### src/rtl/ct_pt_add_seq_pkg.sv
// Shared types and default geometry for the ciphertext + plaintext slot-serial adder.
// Slot 0 of every polynomial sits in the least-significant word of its packed array.
package ct_pt_add_seq_pkg;

  localparam int unsigned N_SLOTS_L = 4;
  localparam int unsigned W_BITS_L  = 8;
  localparam int unsigned Q_MOD_L   = 17;
  localparam int unsigned DELTA_L   = 4;

  typedef logic [W_BITS_L-1:0] word_t;
  typedef word_t [N_SLOTS_L-1:0] PT_t;

  typedef struct packed {
    PT_t a;
    PT_t b;
  } CT_t;

  typedef enum logic [1:0] {
    IDLE = 2'd0,
    RUN  = 2'd1,
    DONE = 2'd2
  } seq_state_t;

endpackage

### src/rtl/ct_pt_add_lane.sv
// One-slot modular add: r = (b + DELTA*g) mod Q with a single conditional subtract.
// Caller guarantees b < Q and DELTA*g < Q, so one subtract always suffices.
module ct_pt_add_lane #(
  parameter int unsigned W     = 8,
  parameter int unsigned Q     = 17,
  parameter int unsigned DELTA = 4
) (
  input  logic [W-1:0] b_i,
  input  logic [W-1:0] g_i,
  output logic [W-1:0] r_o
);

  logic [2*W-1:0] dg;
  logic [2*W:0]   sum;
  logic [2*W:0]   q_ext;

  assign q_ext = (2*W+1)'(Q);
  assign dg    = (2*W)'(DELTA) * (2*W)'(g_i);
  assign sum   = (2*W+1)'(b_i) + (2*W+1)'(dg);
  assign r_o   = (sum >= q_ext) ? W'(sum - q_ext) : sum[W-1:0];

endmodule

### src/rtl/ct_pt_add_seq.sv
// Slot-serial ct + pt adder: captures one ciphertext and plaintext, adds DELTA*gamma into
// the B polynomial LANES slots per cycle, then holds the result until the consumer takes it.
module ct_pt_add_seq
  import ct_pt_add_seq_pkg::*;
#(
  parameter int unsigned N      = N_SLOTS_L,
  parameter int unsigned W      = W_BITS_L,
  parameter int unsigned LANES  = 1,
  parameter int unsigned QP     = Q_MOD_L,
  parameter int unsigned DELTAP = DELTA_L
) (
  input  logic clk,
  input  logic rst_n,
  input  logic in_valid,
  output logic in_ready,
  input  CT_t  in_ct,
  input  PT_t  in_gamma,
  output logic out_valid,
  input  logic out_ready,
  output CT_t  out_ct,
  output logic busy
);

  localparam int unsigned IDX_W  = $clog2(N) + 1;
  localparam int unsigned SLOT_W = $clog2(N);

  if (LANES == 0 || (N % LANES) != 0) begin : g_bad_lanes
    $error("ct_pt_add_seq: N (%0d) must be a non-zero multiple of LANES (%0d)", N, LANES);
  end
  if (N != N_SLOTS_L || W != W_BITS_L) begin : g_bad_geom
    $error("ct_pt_add_seq: N/W must match the package CT_t/PT_t geometry");
  end

  seq_state_t        state_q, state_d;
  logic [IDX_W-1:0]  idx_q, idx_d;
  CT_t               out_ct_q, out_ct_d;
  PT_t               gamma_q, gamma_d;

  logic [SLOT_W-1:0] slot   [LANES];
  word_t             lane_b [LANES];
  word_t             lane_g [LANES];
  word_t             lane_r [LANES];

  // Lane j always works on slot idx+j; the read side is a plain idx-indexed mux.
  for (genvar gi = 0; gi < int'(LANES); gi++) begin : g_lane
    assign slot[gi]   = idx_q[SLOT_W-1:0] + SLOT_W'(gi);
    assign lane_b[gi] = out_ct_q.b[slot[gi]];
    assign lane_g[gi] = gamma_q[slot[gi]];

    ct_pt_add_lane #(
      .W     (W),
      .Q     (QP),
      .DELTA (DELTAP)
    ) u_lane (
      .b_i (lane_b[gi]),
      .g_i (lane_g[gi]),
      .r_o (lane_r[gi])
    );
  end

  always_comb begin
    state_d  = state_q;
    idx_d    = idx_q;
    out_ct_d = out_ct_q;
    gamma_d  = gamma_q;
    unique case (state_q)
      IDLE: begin
        if (in_valid) begin
          out_ct_d = in_ct;
          gamma_d  = in_gamma;
          idx_d    = '0;
          state_d  = RUN;
        end
      end
      RUN: begin
        for (int j = 0; j < int'(LANES); j++) begin
          out_ct_d.b[slot[j]] = lane_r[j];
        end
        idx_d = idx_q + IDX_W'(LANES);
        if (idx_d == IDX_W'(N)) begin
          state_d = DONE;
        end
      end
      DONE: begin
        if (out_ready) begin
          state_d = IDLE;
        end
      end
      default: state_d = IDLE;
    endcase
  end

  always_ff @(posedge clk or negedge rst_n) begin
    if (!rst_n) begin
      state_q  <= IDLE;
      idx_q    <= '0;
      out_ct_q <= '0;
      gamma_q  <= '0;
    end else begin
      state_q  <= state_d;
      idx_q    <= idx_d;
      out_ct_q <= out_ct_d;
      gamma_q  <= gamma_d;
    end
  end

  assign in_ready  = (state_q == IDLE);
  assign busy      = !in_ready;
  assign out_valid = (state_q == DONE);
  assign out_ct    = out_ct_q;

endmodule

### config.mk
export PLATFORM = sky130hd
export DESIGN_NAME = ct_pt_add_seq
export DESIGN_NICKNAME = d
export VERILOG_FILES = /design/src/rtl/ct_pt_add_seq_pkg.sv /design/src/rtl/ct_pt_add_lane.sv /design/src/rtl/ct_pt_add_seq.sv
export SDC_FILE = /design/constraint.sdc
export NUM_CORES = 1
export LEC_CHECK = 0
export CORE_UTILIZATION = 57
export DETAILED_ROUTE_END_ITERATION = 7
export DONT_BUFFER_PORTS = 1
export PLACE_DENSITY = 0.84
export SKIP_LAST_GASP = 1
export SLEW_MARGIN = 20
export SYNTH_ARGS = -nofsm -noshare
export SYNTH_HDL_FRONTEND = slang
export SYNTH_HIERARCHICAL = 1
export SYNTH_SLANG_ARGS = --single-unit
### constraint.sdc
create_clock -name clk -period 3.39 [get_ports clk]
set_input_delay 0.8475 -clock clk [delete_from_list [all_inputs] [get_ports clk]]
set_output_delay 0.8475 -clock clk [all_outputs]
set_load 0.02 [all_outputs]
# [Yosys cells after proc, flatten, opt, wreduce, memory -nomap -nowiden]
# Index checks and enable logic that the tools add are counted.
[classes] bitwise_logic=0 n_addsub=3 n_mul=0 shifts=0 muxes=16 n_div=0 n_lt_le_gt_ge=3 eq_ne=6 reduce_logical=7
[op_table] cell="case mux 32 bit (2 select lines)" n=1
[op_table] cell="binary-select mux 8 bit (select 2 bit)" n=2
[op_table] cell="bitwise mux 32 bit" n=1
[op_table] cell="2-to-1 mux 32 bit" n=1
[op_table] cell="2-to-1 mux 8 bit" n=4
[op_table] cell="demux 8 bit (select 2 bit)" n=1
[op_table] cell="adder 8 x 10 -> 11 bit" n=1
[op_table] cell="greater-or-equal comparator 11 x 5 -> 1 bit (second input constant)" n=1
[op_table] cell="subtractor 8 x 5 -> 8 bit (second input constant)" n=1
[op_table] cell="2-to-1 mux 2 bit" n=3
[op_table] cell="case mux 2 bit (3 select lines)" n=1
[op_table] cell="case mux 3 bit (2 select lines)" n=1
[op_table] cell="!= test 2 bit (second input constant)" n=2
[op_table] cell="AND reduction 2 bit" n=2
[op_table] cell="adder 3 x 1 -> 3 bit (second input constant)" n=1
[op_table] cell="== test 3 bit (second input constant)" n=1
[op_table] cell="< comparator 2 x 3 -> 1 bit (second input constant)" n=1
[op_table] cell="2-to-1 mux 3 bit" n=1
[op_table] cell="AND reduction 3 bit" n=1
[op_table] cell="== test 2 x 1 -> 1 bit (second input constant)" n=1
[op_table] cell="== test 2 bit (second input constant)" n=1
[op_table] cell="greater-or-equal comparator 2 x 1 -> 1 bit (second input constant)" n=1
[op_table] cell="zero test 2 bit" n=1
[op_table] cell="!= test 2 x 1 -> 1 bit (second input constant)" n=1
[op_table] cell="other kinds (3)" n=3
[totals] out_inout_bits=67 word_cells=49 ram_bits=0 rom_bits=0 memories=0 reg_bits=101 inputBits=100 latch_bits=0

# [Depth between registers and ports, before layout]
# Gate-level depths: netlist of the first run.
[logic_depth] depth_word=7 mapped_depth=13 depth_no_buf=11

# [Modules after synthesis]
# The synthesis of the first run kept the hierarchy.
[by_module_without_submodules] mod="ct_pt_add_seq" instances=1 seq_area_each_um2=2527.4 area_each_um2=4495.6 cells_per_inst=293
[by_module_without_submodules] mod="ct_pt_add_lane" instances=1 seq_area_each_um2=0.0 area_each_um2=603.1 cells_per_inst=69

# [Least setup slack after synthesis of the first run]
# OpenSTA, ideal clock, no wires.
[synth_path] path_kind="register to register" start="reg idx_q[0]" end="reg out_ct_q, in the netlist out_ct[5]" setup_time_ns=0.126 arrival_time_ns=3.593 period_less_slack_ns=3.719 slack_ns=-0.329 required_ns=3.264 stages_incl_launch_ff=13 cell_sequence="dfrtp_1 buf_2 buf_4 mux4_2 ha_1 fa_1 a21o_1 a41o_2 o31ai_4 a31oi_1 mux2_2 and3_1 a221o_1"
[synth_lines] item="start: declaration" line="ct_pt_add_seq.sv:35" text="logic [IDX_W-1:0] idx_q, idx_d;"
[synth_lines] item="start signal: assignment" line="ct_pt_add_seq.sv:101" text="idx_q <= idx_d;"
[synth_lines] item="end signal: assignment" line="ct_pt_add_seq.sv:102" text="out_ct_q <= out_ct_d;"
[synth_lines] item="end: declaration" line="ct_pt_add_seq.sv:36" text="CT_t out_ct_q, out_ct_d;"

==> results of run 1 <==
cell usage after synthesis, drive strengths merged:
cell | instances | share of area (%)
a211oi | 2 | 0.29
a21boi | 1 | 0.15
a21o | 4 | 0.59
a21oi | 8 | 1.3
a221o | 32 | 6.3
a22o | 3 | 0.69
a31oi | 6 | 1.0
a32o | 1 | 0.20
a32oi | 1 | 0.17
a41o | 1 | 0.22
and3 | 33 | 4.1
buf | 18 | 2.8
clkbuf | 3 | 0.22
dfrtp | 101 | 50
fa | 1 | 0.39
ha | 13 | 3.2
inv | 7 | 0.52
mux2 | 66 | 15
mux2i | 1 | 0.20
mux4 | 16 | 7.1
nand2 | 4 | 0.29
nand2b | 1 | 0.12
nand3 | 3 | 0.29
nand3b | 1 | 0.15
nor2 | 9 | 0.71
nor2b | 3 | 0.42
nor3 | 1 | 0.098
nor3b | 1 | 0.25
o211ai | 1 | 0.25
o21a | 1 | 0.15
o21ai | 1 | 0.098
o21bai | 1 | 0.15
o2bb2ai | 1 | 0.54
o31ai | 2 | 0.56
or2 | 1 | 0.12
or3 | 1 | 0.12
xnor2 | 2 | 0.34
xor2 | 10 | 1.7
path summary, 6_finish.rpt:
path / endpoint / startpoint / slack [ns] / cells after the start
max: out_ct[29] / idx_q[0] / -0.01 / 10
min: out_ct[12] / rst_n / 0.14 / 0
max reg2reg: out_ct[29] / idx_q[0] / -0.01 / 10
min reg2reg: gamma_q[3] / gamma_q[3] / 0.49 / 1
max in group asynchronous: idx_q[1] / rst_n / 3.10 / 0
min in group clk: gamma_q[3] / gamma_q[3] / 0.49 / 1
metrics by stage:
step	std cells	utilization [%]	setup WS (ns)	area, sq um	setup TNS (ns)
2_1_floorplan	362	-	-0.0467	5140	-0.315
3_3_place_gp	476	61.4	0.000882	5330	0
3_5_place_dp	476	61.4	-0.0785	5330	-0.733
4_1_cts	494	64.0	0.00618	5560	0
5_1_grt	496	64.3	-0.133	5580	-2.14
6_report	496	64.3	-0.0109	5580	-0.0109
flip-flops by register name (all words and copies together), names as in the netlist:
name     count
state_q      2
gamma_q     32
out_ct      64
idx_q        3
worst register-to-register path: stages, from the launching register on:
cell and delay (ns):
dfrtp_2 0.44, mux4_2 0.55, ha_4 0.19, fa_2 0.39, a21o_1 0.19, a41o_2 0.25
o31ai_4 0.39, a31oi_1 0.14, mux2_4 0.29, and3_1 0.17, a221o_1 0.29
what timing repair did:
item | CTS | global route
endpoints found under the hold margin | 0 | 0
setup buffers | 2 | 2
pin swaps | 4 | 3
gates resized for setup | 3 | 1
endpoints found under the setup margin | 30 | 32
area by class of cell:
class,instances,area [sq um]
clock buffers,9,124
clock inverters,7,78.8
fillers,654,3100
inverters,7,26.3
multi-input cells,233,2430
flip-flops and latches,101,2530
well taps,108,135
repair buffers,31,253
metal layers:
metal	global-route usage [%]	vias up	wire length, um
li1	-	1436	-
met1	30.7	1702	4370
met2	44.2	192	5990
met3	9.78	28	1150
met4	10.8	2	346
met5	0	-	13
cells by family (layout without fill, tap and decap cells):
group / after synthesis / after routing / share of synthesized area, %
simple gates: 58 / 58 / 6.72
compound gates: 66 / 66 / 12.7
fa+ha+maj: 14 / 14 / 3.58
mux: 83 / 83 / 21.8
flops: 101 / 101 / 49.6
xor+xnor: 12 / 12 / 2.06
buf+inv: 28 / 54 / 3.56
==> impl_results.md, run 1 <==
- Vias in the first global route: between 3000 and 4000
- Vias: approximately 3400
- Skew-Pair Late Insertion Delay: between 0.3 and 0.4 ns
- Row cnt: 34
- Total CTS buffers: 9
- Avg Synthesized Cell Area: around 14 sq um
- CP arrival: roughly 3.7 ns
- Largest net degree at the start of global routing: between 100 and 150
- Synth-to-layout area growth: 9.37%
- Port Buffers: 0
- WL per Instance: roughly 24 um
- Library cells used by synthesis: 50
- Longest Clk Path Bufs: 2
- N_diodes: 0
- Vias/cell: roughly 6.8
- # H-tree levels: 3
- Most common cell after layout, fill and taps aside: dfrtp_1
- CP Data Required Time: 3.64 ns
- First-pass GRT wire length: 17.9 mm
- Final hold violations: 0
- Core Region: around 0.0087 sq mm
- Setup Skew: 0.0151 ns
- Slack of the critical path: -0.0109 ns
- Routed Antenna Nets: 0
- Buf/Inv on CP: 0
- Highest clock rate: 0.294 GHz
- RSZ-0062 raised after global routing: yes
- HP Class: in -> async
- Cts hold-fix bufs: 0
- Largest stage delay on the critical path: between 0.5 and 0.6 ns
- Crit share post-route: 100%
- Grt total ovfl: 0
- Worst-Margin Slew: 0.559 ns
- Rel. slew slack: between 60% and 70%
- Pre-Repair DR Iteration Count: 4
- Tot GR Track Use: about a quarter
- Initial Util: 58.8%
- Mapped Cells: roughly 360
- GP Congestion: 0.900
- # DRC: 0
- Final Max Tran Viols: 0
- Sequential-to-total area share from yosys stat: approximately half
- Period minus WS final: ~3.4 ns
- WS Path Type: reg -> reg
- CTS clk-pin slew, worst paths: approximately 0.11 ns
- Num ports: between 150 and 200
- Crit path capture type: register
- Root Driver: clkbuf_8
- Antenna violations before repair: 1
- Most frequent cells in the layout: dfrtp_1, mux2_2, and3_1, a221o_1, buf_4
- Synth warnings: 6
- Fin nets: around 500
- CTS Sinks: between 100 and 150
- Slowest CP cell: mux4_2
- Chip height: 96.6 um
- CP cell instances: mux4_2 > ha_4 > fa_2 > a21o_1 > a41o_2 > o31ai_4 > a31oi_1 > mux2_4 > and3_1 > a221o_1
- Max Cap Viol: 0
- Syn nets: 476
- Synthesized cell area: slightly above 0.005 sq mm
- CP top delay family: compound AO/OA/AOI/OAI gates
- Worst-path fanout max: 7
- Final number of setup-violating endpoints: 1
- #FFs+latches synth: 101
- Startpoint types: register
- WHS: 0.144 ns
- CTS tree: done
- Final HPWL DP: 8.44 mm
- Status: finished, violations left
- Layout cell share with drive strength beyond 1: a little under two fifths
- Die W: between 90 and 100 um
- Drt total wl: 11.9 mm
- Failing checks: setup timing
- Initial DRC count: 219
- Die area: a little over 0.009 sq mm
Power of run 1 is left out: the tool's default activity adds up to more than one toggle a clock period on the data nets, which glitch-free logic cannot reach.
==> run 2: changes to the inputs <==
CORE_MARGIN = 8   (was unset)
REMOVE_ABC_BUFFERS = 1   (was unset)
==> run 2 against run 1 <==
  * The run still ends with setup timing left
  * Non-clock buffer count up 10
  * Global-route usage fell by 5.5 points
  * Sequential share of layout area is 1.3 points lower
  * Clock skew is 0.0048 ns higher
  * Maximum frequency decreased by 3.6%
  * Routed wire length rose by 12%
  * Clock-buffer cell count did not move
  * Core utilization rose by 1.9 points
  * Setup slack worse by 0.13 ns
  * Via count increased by 2.2%
  * Die area is 31% higher
  * Critical path type unchanged
==> impl_results.md, run 2 (synthesis results as in run 1) <==
- Skew-Pair Late Insertion Delay: 0.36 ns
- CP arrival: approximately 3.8 ns
- Row cnt: 34
- Synth-to-layout area growth: 12.6%
- Routed Antenna Nets: 0
- Die area: ~0.012 sq mm
- Status: finished, violations left
- Period minus WS final: ~3.5 ns
- Initial Util: between 50% and 60%
- Num ports: 167
- Setup Skew: slightly below 0.02 ns
- Most frequent cells in the layout: dfrtp_1, mux2_2, buf_4
- Area after DPL: roughly 0.0054 sq mm
- Slack of the critical path: -0.139 ns
- Antenna violations before repair: 4
- CP top delay family: compound AO/OA/AOI/OAI gates
- Worst-path fanout max: 7
- HP Class: in -> async
- Final Max Tran Viols: 0
- Highest clock rate: between 0.2 and 0.3 GHz
- Tot GR Track Use: between 20% and 30%
- Setup TNS: -2.37 ns
- Largest stage delay on the critical path: 0.55 ns
- Crit share post-route: 104%
- Vias in the first global route: between 3000 and 4000
- Crit path capture type: register
- Final Instance Area: 0.00574 sq mm
- Core Region: 0.00868 sq mm
- Slowest CP cell: mux4_2
- Root Driver: clkbuf_8
- Vias/cell: 6.78
- CP Data Required Time: about 3.6 ns
- Buf/Inv on CP: 3
- CP cell instances: mux4_2 > ha_4 > fa_2 > xor2_1 > nand3_1 > buf_4 > buf_4 > o211ai_2 > o31ai_4 > buf_6 > a31oi_2 > xor2_2 > and3_1 > a221o_1
- # H-tree levels: 3
- Vias: about 3400
- Grt total ovfl: 0
- Failing checks: setup timing
- CTS tree: done
- WHS: ~0.17 ns
- Cts hold-fix bufs: 0
- Fin nets: 507
- Worst-Margin Slew: ~0.64 ns
- CTS Sinks: 101
- Largest net degree at the start of global routing: 102
- Most common cell after layout, fill and taps aside: dfrtp_1
- # DRC: 0
- Largest register FFs: 64
- WL per Instance: around 26 um
- Pre-Repair DR Iteration Count: 8
- GP Congestion: between 0.9 and 1
- Die W: approximately 110 um
- Layout cell share with drive strength beyond 1: between 40% and 50%
- Top cell by count, worst path: buf_4
- CTS clk-pin slew, worst paths: roughly 0.10 ns
- Chip height: 111 um
- Port Buffers: 0
- WS Path Type: reg -> reg
- Rel. slew slack: between 50% and 60%
- Finished Core Util: 66.1%
- Max Cap Viol: 0
- Drt total wl: ~13 mm
- Final number of setup-violating endpoints: 32
- Total CTS buffers: 9
- Longest Clk Path Bufs: 2
- First-pass GRT wire length: around 21 mm
- Final HPWL DP: between 9 and 10 mm
- Initial DRC count: between 200 and 250
- RSZ-0062 raised after global routing: yes
- Startpoint types: register
- Final hold violations: 0
run 2: stage by stage:
stage          cells  setup WS [ns]
4_1_cts          502        -0.0241
6_report         507         -0.139
3_5_place_dp     484         -0.168
3_3_place_gp     484        -0.0594
5_1_grt          507         -0.189
2_1_floorplan    341          -1.78
run 2: cell type report:
| cell class | instances | area, sq um |
|---|---|---|
| antenna | 2 | 5.00 |
| clock buffer | 9 | 124 |
| clock inverter | 6 | 70.1 |
| fill | 642 | 2940 |
| inverter | 7 | 26.3 |
| multi-input combinational | 233 | 2510 |
| sequential | 101 | 2530 |
| tap | 108 | 135 |
| timing repair buffer | 41 | 339 |
run 2: worst reg2reg max path: cells and delay by family (launching register included):
family	cells	cell delay [ns]
compound gates	4	0.66
xor+xnor	2	0.36
mux	1	0.55
fa+ha+maj	2	0.63
simple gates	2	0.33
buf+inv	3	0.44
flops	1	0.44
run 2: final timing paths:
path | cells after the start | slack [ns] | from | to
max | 14 | -0.14 | idx_q[0] | out_ct[2]
min | 0 | 0.17 | rst_n | out_ct[28]
max reg2reg | 14 | -0.14 | idx_q[0] | out_ct[2]
min reg2reg | 1 | 0.49 | gamma_q[5] | gamma_q[5]
max in group asynchronous | 0 | 3.06 | rst_n | idx_q[0]
min in group clk | 1 | 0.49 | gamma_q[5] | gamma_q[5]
run 2: repair_timing:
action	CTS	global route
gates cloned	0	0
pin swaps	6	4
resized for setup	8	21
buffers inserted	3	3
endpoints found under the setup margin	32	32
run 2: layer usage:
metal	track usage (%)	wire (um)
met1	25.1	4960
met2	31.6	6220
met3	11.1	1860
met4	6.67	216
met5	0	27
Power of run 2 is left out for the same reason.
